[config.mk]
export PLATFORM = sky130hd
export DESIGN_NAME = pe_os_drain
export DESIGN_NICKNAME = d
export VERILOG_FILES = /design/src/rtl/pe_pkg.sv /design/src/rtl/pe_sat_round.sv /design/src/rtl/pe_os_drain.sv
export SDC_FILE = /design/constraint.sdc
export NUM_CORES = 1
export LEC_CHECK = 0
export ABC_AREA = 0
export CAP_MARGIN = 20
export CORE_ASPECT_RATIO = 1.5
export CORE_MARGIN = 4
export CORE_UTILIZATION = 45
export CTS_BUF_LIST = sky130_fd_sc_hd__clkbuf_16
export DETAILED_ROUTE_END_ITERATION = 10
export SYNTH_ARGS = -nofsm -noshare
export SYNTH_HDL_FRONTEND = slang
export SYNTH_SLANG_ARGS = --single-unit
[constraint.sdc]
create_clock -name clk -period 9.3 [get_ports clk]
set_input_delay 0.93 -clock clk [delete_from_list [all_inputs] [get_ports clk]]
set_output_delay 0.93 -clock clk [all_outputs]
set_load 0.01 [all_outputs]
[src/rtl/pe_pkg.sv]
// Shared types and constants for the output-stationary PE family.
// Holds the FSM state encoding, accumulator sizing and rounding-mode codes.
package pe_pkg;

   typedef enum logic {
      IDLE  = 1'b0,
      ACCUM = 1'b1
   } pe_state_t;

   localparam int ROUND_TRUNC   = 0;
   localparam int ROUND_HALF_UP = 1;

   // Full-precision product plus guard bits so a long tile cannot wrap.
   function automatic int acc_width(input int width, input int guard);
      return 2 * width + guard;
   endfunction

endpackage

[src/rtl/pe_sat_round.sv]
// Combinational round, arithmetic shift and clamp from accumulator width to result width.
// Raises sat whenever the clamp changes the value.
module pe_sat_round
   import pe_pkg::*;
#(
   parameter int WIDTH      = 16,
   parameter int FRAC_WIDTH = 8,
   parameter int ACC_W      = 40,
   parameter int ROUND      = ROUND_HALF_UP
) (
   input  logic signed [ACC_W-1:0] acc,
   output logic signed [WIDTH-1:0] res,
   output logic                    sat
);

   // One extra bit keeps the rounding add from overflowing at full-scale accumulators.
   localparam int EXT_W = ACC_W + 1;

   localparam logic signed [EXT_W-1:0] RES_MAX = {{(EXT_W-WIDTH+1){1'b0}}, {(WIDTH-1){1'b1}}};
   localparam logic signed [EXT_W-1:0] RES_MIN = {{(EXT_W-WIDTH+1){1'b1}}, {(WIDTH-1){1'b0}}};

   function automatic logic signed [EXT_W-1:0] round_shift(input logic signed [ACC_W-1:0] a);
      logic signed [EXT_W-1:0] ext;
      logic signed [EXT_W-1:0] bias;
      ext  = {a[ACC_W-1], a};
      bias = '0;
      if (ROUND == ROUND_HALF_UP)
         bias[FRAC_WIDTH-1] = 1'b1;
      return (ext + bias) >>> FRAC_WIDTH;
   endfunction

   logic signed [EXT_W-1:0] shifted;

   always_comb begin
      shifted = round_shift(acc);
      res     = shifted[WIDTH-1:0];
      sat     = 1'b0;
      if (shifted > RES_MAX) begin
         res = RES_MAX[WIDTH-1:0];
         sat = 1'b1;
      end else if (shifted < RES_MIN) begin
         res = RES_MIN[WIDTH-1:0];
         sat = 1'b1;
      end
   end

endmodule

[src/rtl/pe_os_drain.sv]
// Output-stationary systolic PE: K-term MAC tile, one-shot round/saturate at completion,
// and a per-column drain chain that ships finished results while the next tile runs.
module pe_os_drain
   import pe_pkg::*;
#(
   parameter int WIDTH      = 16,
   parameter int FRAC_WIDTH = 8,
   parameter int GUARD      = 8,
   parameter int MAX_K      = 256,
   parameter int ROUND      = ROUND_HALF_UP,
   localparam int ACC_W     = acc_width(WIDTH, GUARD),
   localparam int KW        = $clog2(MAX_K + 1)
) (
   input  logic                    clk,
   input  logic                    rst_n,
   input  logic signed [WIDTH-1:0] in_west,
   input  logic                    in_west_valid,
   input  logic signed [WIDTH-1:0] in_north,
   input  logic                    in_north_valid,
   input  logic        [KW-1:0]    k_len,
   input  logic                    acc_clear,
   output logic signed [WIDTH-1:0] out_east,
   output logic                    out_east_valid,
   output logic signed [WIDTH-1:0] out_south,
   output logic                    out_south_valid,
   input  logic                    drain_en,
   input  logic signed [WIDTH-1:0] drain_in,
   input  logic                    drain_in_valid,
   output logic signed [WIDTH-1:0] drain_out,
   output logic                    drain_out_valid,
   output logic                    busy,
   output logic                    err_sat,
   output logic                    err_mismatch,
   output logic                    err_overrun
);

   pe_state_t                state, state_nxt;
   logic signed [ACC_W-1:0]  acc, acc_nxt;
   logic        [KW-1:0]     cnt, cnt_nxt, cnt_inc;
   logic        [KW-1:0]     k_eff, k_eff_nxt, k_first;
   logic signed [WIDTH-1:0]  res_q;
   logic                     pending;

   logic                     mac, mismatch, capture;
   logic signed [2*WIDTH-1:0] prod_p0;
   logic signed [ACC_W-1:0]  prod_ext_p0;
   logic signed [ACC_W-1:0]  acc_sum_p0;
   logic signed [WIDTH-1:0]  res_sat_p0;
   logic                     sat_p0;

   assign mac         = in_west_valid && in_north_valid;
   assign mismatch    = in_west_valid ^ in_north_valid;
   assign prod_p0     = in_west * in_north;
   assign prod_ext_p0 = {{GUARD{prod_p0[2*WIDTH-1]}}, prod_p0};
   // acc is zero in IDLE, so this sum is also the first-MAC value.
   assign acc_sum_p0  = acc + prod_ext_p0;
   assign cnt_inc     = cnt + KW'(1);
   assign k_first     = (k_len == '0) ? KW'(1) : k_len;

   pe_sat_round #(
      .WIDTH      (WIDTH),
      .FRAC_WIDTH (FRAC_WIDTH),
      .ACC_W      (ACC_W),
      .ROUND      (ROUND)
   ) u_sat_round (
      .acc (acc_sum_p0),
      .res (res_sat_p0),
      .sat (sat_p0)
   );

   always_comb begin
      state_nxt = state;
      acc_nxt   = acc;
      cnt_nxt   = cnt;
      k_eff_nxt = k_eff;
      capture   = 1'b0;
      if (acc_clear) begin
         state_nxt = IDLE;
         acc_nxt   = '0;
         cnt_nxt   = '0;
      end else if (mac) begin
         case (state)
            IDLE: begin
               k_eff_nxt = k_first;
               if (k_first == KW'(1)) begin
                  capture = 1'b1;
                  acc_nxt = '0;
                  cnt_nxt = '0;
               end else begin
                  state_nxt = ACCUM;
                  acc_nxt   = acc_sum_p0;
                  cnt_nxt   = KW'(1);
               end
            end
            ACCUM: begin
               if (cnt_inc == k_eff) begin
                  capture   = 1'b1;
                  state_nxt = IDLE;
                  acc_nxt   = '0;
                  cnt_nxt   = '0;
               end else begin
                  acc_nxt = acc_sum_p0;
                  cnt_nxt = cnt_inc;
               end
            end
            default: state_nxt = IDLE;
         endcase
      end
   end

   always_ff @(posedge clk or negedge rst_n) begin
      if (!rst_n) state <= IDLE;
      else        state <= state_nxt;
   end

   // Stage boundary: accumulator, forwarding, result holding and drain registers.
   always_ff @(posedge clk or negedge rst_n) begin
      if (!rst_n) begin
         acc             <= '0;
         cnt             <= '0;
         k_eff           <= '0;
         busy            <= 1'b0;
         out_east        <= '0;
         out_east_valid  <= 1'b0;
         out_south       <= '0;
         out_south_valid <= 1'b0;
         res_q           <= '0;
         pending         <= 1'b0;
         drain_out       <= '0;
         drain_out_valid <= 1'b0;
         err_sat         <= 1'b0;
         err_mismatch    <= 1'b0;
         err_overrun     <= 1'b0;
      end else begin
         acc             <= acc_nxt;
         cnt             <= cnt_nxt;
         k_eff           <= k_eff_nxt;
         busy            <= (state_nxt == ACCUM);
         out_east        <= in_west;
         out_east_valid  <= in_west_valid;
         out_south       <= in_north;
         out_south_valid <= in_north_valid;

         if (drain_en) begin
            if (pending) begin
               drain_out       <= res_q;
               drain_out_valid <= 1'b1;
            end else begin
               drain_out       <= drain_in;
               drain_out_valid <= drain_in_valid;
            end
         end else begin
            drain_out_valid <= 1'b0;
         end

         // A drain of the held result frees the slot in the same cycle a new one lands.
         if (capture) begin
            if (sat_p0) err_sat <= 1'b1;
            if (pending && !drain_en) begin
               err_overrun <= 1'b1;
            end else begin
               res_q   <= res_sat_p0;
               pending <= 1'b1;
            end
         end else if (drain_en && pending) begin
            pending <= 1'b0;
         end

         if (mismatch) err_mismatch <= 1'b1;
      end
   end

endmodule

### Yosys cells after proc, flatten, opt, wreduce, memory -nomap -nowiden

Cells that the tools add are included.

* register bits after elaboration: 130
* output and inout port bits: 55
* logic and storage cells: 71
* input port bits: 64

* order comparisons: 2
* multiply operators: 1
* $add $sub $neg: 3
* reductions and logical operators: 12
* eq/ne operators: 3
* mux-type cells: 31
* bitwise gates (word level): 4

Operators with widths (number)
* two-way mux 40 bit: 4
* case mux 40 bit (2 select lines): 1
* two-way mux 16 bit: 3
* adder 40 x 9 -> 41 bit, second input constant: 1
* adder 40 x 32 -> 40 bit: 1
* two-way mux 9 bit: 4
* greater-than comparator 33 x 16 -> 1 bit, second input constant: 1
* less-than comparator 33 x 16 -> 1 bit, second input constant: 1
* multiplier 16 x 16 -> 32 bit: 1
* case mux 9 bit (2 select lines): 1
* two-way mux 1 bit: 16
* adder 9 x 1 -> 9 bit, second input constant: 1
* == test 9 x 1 -> 1 bit, second input constant: 1
* == test 9 bit: 1
* logical NOT 9 bit: 1
* AND reduction 2 bit: 4
* case mux 1 bit (2 select lines): 2
* nonzero test 2 bit: 2
* logical AND 1 bit: 3
* NOT 1 bit: 3
* AND reduction 3 bit: 1
* inequality test 2 bit, second input constant: 1
* logical NOT 1 bit: 1
* XOR 1 bit: 1

### Logic depth before layout (Yosys ltp)

Gate-level depths: netlist of run 1.

* depth after elaboration: 9
* mapped depth: 33
* depth with buffers taken out: 28

### By module

A second synthesis of run 1 with hierarchy kept.

* cell total of the unflattened synthesis: 1865
* area, all modules: 18240.0 um^2

By module, submodules not included
* pe_os_drain: area an instance 17221.5 um^2, seq. area each 3253.1 um^2, cells each 1706, times used 1
* pe_sat_round: area an instance 1018.5 um^2, seq. area each 0.0 um^2, cells each 159, times used 1

### Worst setup path after synthesis of run 1

Ideal clock, no wire load.

* path type: input port to flip-flop
* start: input in_west[15]
* end: register err_sat
* buffers on the path: 3
* path slack: 740 ps
* arrival time: 8439 ps
* required time: 9180 ps
* stages: 29
* setup time: 120 ps
* cells stage by stage: clkbuf_1 nand2_1 fa_1 inv_1 fa_1 inv_1 fa_1 fa_1 inv_1 fa_1 inv_1 fa_1 inv_1 ha_1 clkbuf_1 a21o_1 a21o_1 a21o_1 and2_1 a311o_1 nor3_1 nand2_1 or4_4 nor3_4 xnor2_1 and4b_1 buf_6 nand2b_1 a41o_1

* word-level cells in the longest chain between the ends: 7
* elaborated cells on any way between the ends: 8
* those cells by class: 2 x add/sub; 1 x mul; 2 x order compare; 2 x mux; 1 x reduce/logical

Ends and longest elaborated chain
* start: declaration: RTL line pe_os_drain.sv:16 `input logic signed [WIDTH-1:0] in_west,`
* multiplier 16 x 16 -> 32 bit *: RTL line pe_os_drain.sv:53 `assign prod_p0 = in_west * in_north;`
* adder 40 x 32 -> 40 bit *: RTL line pe_os_drain.sv:56 `assign acc_sum_p0 = acc + prod_ext_p0;`
* adder 40 x 9 -> 41 bit *: RTL line pe_sat_round.sv:29 `return (ext + bias) >>> FRAC_WIDTH;`
* less-than comparator 33 x 16 -> 1 bit: RTL line pe_sat_round.sv:41 `end else if (shifted < RES_MIN) begin`
* two-way mux 1 bit: RTL line pe_sat_round.sv:41
* two-way mux 1 bit *: RTL line pe_sat_round.sv:38 `if (shifted > RES_MAX) begin`
* AND reduction 2 bit (no line) *
* end signal: assignment: RTL line pe_os_drain.sv:131 `err_sat <= 1'b0;`
* end signal: assignment: RTL line pe_os_drain.sv:158 `if (sat_p0) err_sat <= 1'b1;`
* end: declaration: RTL line pe_os_drain.sv:32 `output logic err_sat,`

Every way passes the cells marked *; elsewhere a longest branch is shown, timed or not.
A chain may end at the register's enable or synchronous reset.

### Final worst setup path of run 1

* start: input in_west[12]
* end: register res_q[0]

* word-level cells in the longest chain between the ends: 6
* elaborated cells on any way between the ends: 7
* those cells by class: 2 x add/sub; 1 x mul; 2 x order compare; 2 x mux

Ends and longest elaborated chain
* multiplier 16 x 16 -> 32 bit *: RTL line pe_os_drain.sv:53
* adder 40 x 32 -> 40 bit *: RTL line pe_os_drain.sv:56
* adder 40 x 9 -> 41 bit *: RTL line pe_sat_round.sv:29
* less-than comparator 33 x 16 -> 1 bit: RTL line pe_sat_round.sv:41
* two-way mux 16 bit: RTL line pe_sat_round.sv:41
* two-way mux 16 bit *: RTL line pe_sat_round.sv:38
* end signal: assignment: RTL line pe_os_drain.sv:162 `res_q <= res_sat_p0;`
* end: declaration: RTL line pe_os_drain.sv:41 `logic signed [WIDTH-1:0] res_q;`

Marks and branches as above.

==> flow_metrics.tcl, run 1 <==
set metrics [dict create \
    status "finished clean" \
    synth_largest_area_cell "fa_1" \
    cts_buffers 17 \
    layout.cells.non_filler 2700 \
    setup_slack_ns 0.503 \
    synth.cell_area_mm2 0.0187 \
    clock-root-buffer "clkbuf_16" \
    setup.worst_path.end_class "flip-flop" \
    timing.fmax_mhz 114 \
    nets 2641 \
    setup_viol 0 \
    start_util_pct 45.5 \
    synthArstFlopShare_pct 100 \
    finalWorstPathRequiredPeriod_ns 8.80 \
    dr_total_vias 14200 \
    dieArea_mm2 0.0450 \
    yosys.cell_count.top_type "inv_1" \
    synthFlopType "dfrtp_1" \
    ys_ff_latch 130 \
    tritoncts "done" \
    die_h_um 258 \
    syn_inst 1941 \
    dr.first_iter.drc_count 525 \
    h-tree-depth 4 \
    slew_headroom_pct 37.9 \
    areaGrowthSynthToFinish_pct 17.2 \
    grt_pass1_vias 15800 \
    yosysSeqAreaShare_pct 17.4 \
    path_max_fanout 13 \
    regArea_mm2 0.00325 \
    hold_buffers 0 \
    final-hold-violation-count 0 \
    synth_nets 2453 \
    path_class "input pin to flip-flop" \
    place.gp.congestion 0.917 \
    required_ns 9.63 \
    cts_buffer_depth 2 \
    io_buffers 118 \
    clk_latency_ns 0.46 \
    synth.avg_cell_area_um2 9.64 \
    path_clk_slew_ns 0.07 \
    io_pins 119 \
    max_cap_viol_count 0 \
    dp.cells 2665 \
    wl_um 49000 \
    drtAntennaViolNets 0 \
    crit_path_start_kind "input pin" \
    nFillCells 3772 \
    tightest_slew_ns 0.932 \
    hold_class "flip-flop to flip-flop" \
    dp_slack_ns -0.0608 \
    final_max_slew_viol_count 0 \
    multi_input_area_mm2 0.0138 \
    fin_crit_sh_pct 94.6 \
    grt_max_degree 71 \
    diodes 0 \
    cp.arrival_ns 9.13 \
    final_util_pct 53.3 \
    synthTopCellsByArea "fa_1 (35%), dfrtp_1 (17%), ha_1 (7.9%)" \
    grt_overflow 0 \
    tns_ns 0 \
    coreArea_mm2 0.0411 \
    dp_hpwl_um 40600 \
    dieWidth_um 174 \
    ys_types 91 \
    rows 91 \
    synth_commonest_cells "inv_1 (367), fa_1 (330), nand2_1 (200)" \
    grt_first_pass_wirelength_um 83000 \
    route.detailed.drc 0 \
    yosysTopAreaCellShare_pct 35.3 \
    drt-wirelength-per-cell_um 18.2 \
    yosys_warnings 0 \
    first_pass_iters 5 \
    via_per_inst 5.25 \
    skew_ns 0.0173 \
    drive_gt1_share_pct 10.0 \
    grt_antenna_before_repair 0 \
    synth-edff-count 0 \
    clock-sinks 130 \
    grt.total_usage_pct 23.1 \
]
## layer usage
| layer | vias up | global-route usage [%] | wire length (um) |
|---|---|---|---|
| li1 | 6553 | - | - |
| met4 | 0 | 7.62 | 1530 |
| met1 | 7215 | 27.2 | 18800 |
| met2 | 289 | 43.9 | 27400 |
| met5 | - | 0 | 0 |
| met3 | 105 | 2.31 | 1310 |
## cell usage in the layout, fill, tap and decap left out, drive strengths merged, types with 7 or more instances in the layout
master         count
inv              378
fa               330
nand2            201
dfrtp            130
and2             128
buf              122
ha               118
clkdlybuf4s50    115
nor2              78
a21oi             76
o21ai             71
xnor2             48
nand3             29
a22o              27
nor3              22
xor2              21
mux2i             20
and3              18
clkbuf            17
a21o              16
nand4             16
o211ai            15
nor4              12
mux2              11
nand2b            11
and4               9
a211oi             9
or3                8
a31oi              7
## worst paths after layout
check                                  start       endpoint  slack (ns)  depth (start not counted)
max in group asynchronous              rst_n  drain_out[11]        7.44                          2
worst min-delay path            err_mismatch   err_mismatch        0.47                          1
worst max-delay path             in_west[12]       res_q[0]        0.50                         25
worst max register to register        acc[8]      res_q[14]        2.23                         22
min in group asynchronous              rst_n   out_east[15]        0.49                          1
worst min register to register  err_mismatch   err_mismatch        0.47                          1
## cell type report
cell class                 instances  share of cell area, %
tap                              558                   3.18
clock inverter                    15                  0.805
multi-input combinational       1374                   62.8
inverter                         367                   6.30
clock buffer                      17                   1.94
timing repair buffer             239                   10.1
sequential                       130                   14.8
## state kept, by name (all words and copies together) (netlist names)
signal	cells
acc	40
busy	1
cnt	9
drain_out	16
drain_out_valid	1
err_mismatch	1
err_overrun	1
err_sat	1
k_eff	9
out_east	16
out_east_valid	1
out_south	16
out_south_valid	1
pending	1
res_q	16
## what timing repair did
| action | 4_1_cts | 5_1_grt |
|---|---|---|
| setup endpoints to repair | 0 | 17 |
| gates resized for setup | 0 | 6 |
| setup buffers | 0 | 3 |
## through the flow
| step | hold slack (ns) | area, um^2 |
|---|---|---|
| after floorplan | 0.456 | 18700 |
| after global placement | 0.452 | 21300 |
| after detailed placement | 0.462 | 21300 |
| after CTS | 0.481 | 21900 |
| after global routing | 0.514 | 21900 |
| final | 0.473 | 21900 |
## cells by family after synthesis
family / count (synthesis) / synth area share (%)
flops: 130 / 17.4
buf+inv: 437 / 9.17
simple gates: 549 / 15.0
fa+ha+maj: 448 / 43.2
xor+xnor: 69 / 3.31
compound gates: 277 / 10.2
mux: 31 / 1.73
## critical path: stages
cell             delay, ns
clkdlybuf4s50_1       0.83
buf_4                 0.24
nand2_1               0.07
fa_1                  0.51
inv_1                 0.05
fa_1                  0.52
fa_1                  0.50
fa_1                  0.54
fa_1                  0.52
fa_1                  0.52
ha_1                  0.43
a21oi_1               0.37
o21ai_1               0.19
a211oi_1              0.33
a21oi_1               0.15
xor2_1                0.32
nand4_1               0.21
nor4_4                0.33
nand3_2               0.17
or2_1                 0.30
a2111oi_4             0.39
o211ai_1              0.17
a21oi_2               0.29
buf_12                0.17
a21oi_1               0.07
Power of run 1 is left out: the tool's default activity adds up to more than one toggle a clock period on the data nets, which glitch-free logic cannot reach.
==> run 2, diff against run 1 <==
--- a/config.mk
+++ b/config.mk
@@ -11,6 +11,7 @@
 export CORE_MARGIN = 4
 export CORE_UTILIZATION = 45
 export CTS_BUF_LIST = sky130_fd_sc_hd__clkbuf_16
+export CTS_CLUSTER_DIAMETER = 120
 export DETAILED_ROUTE_END_ITERATION = 10
 export SYNTH_ARGS = -nofsm -noshare
 export SYNTH_HDL_FRONTEND = slang
==> results of run 2 <==
Final layout, timing and power as in run 1 (identical DEF).
Power of run 2 is left out for the same reason.
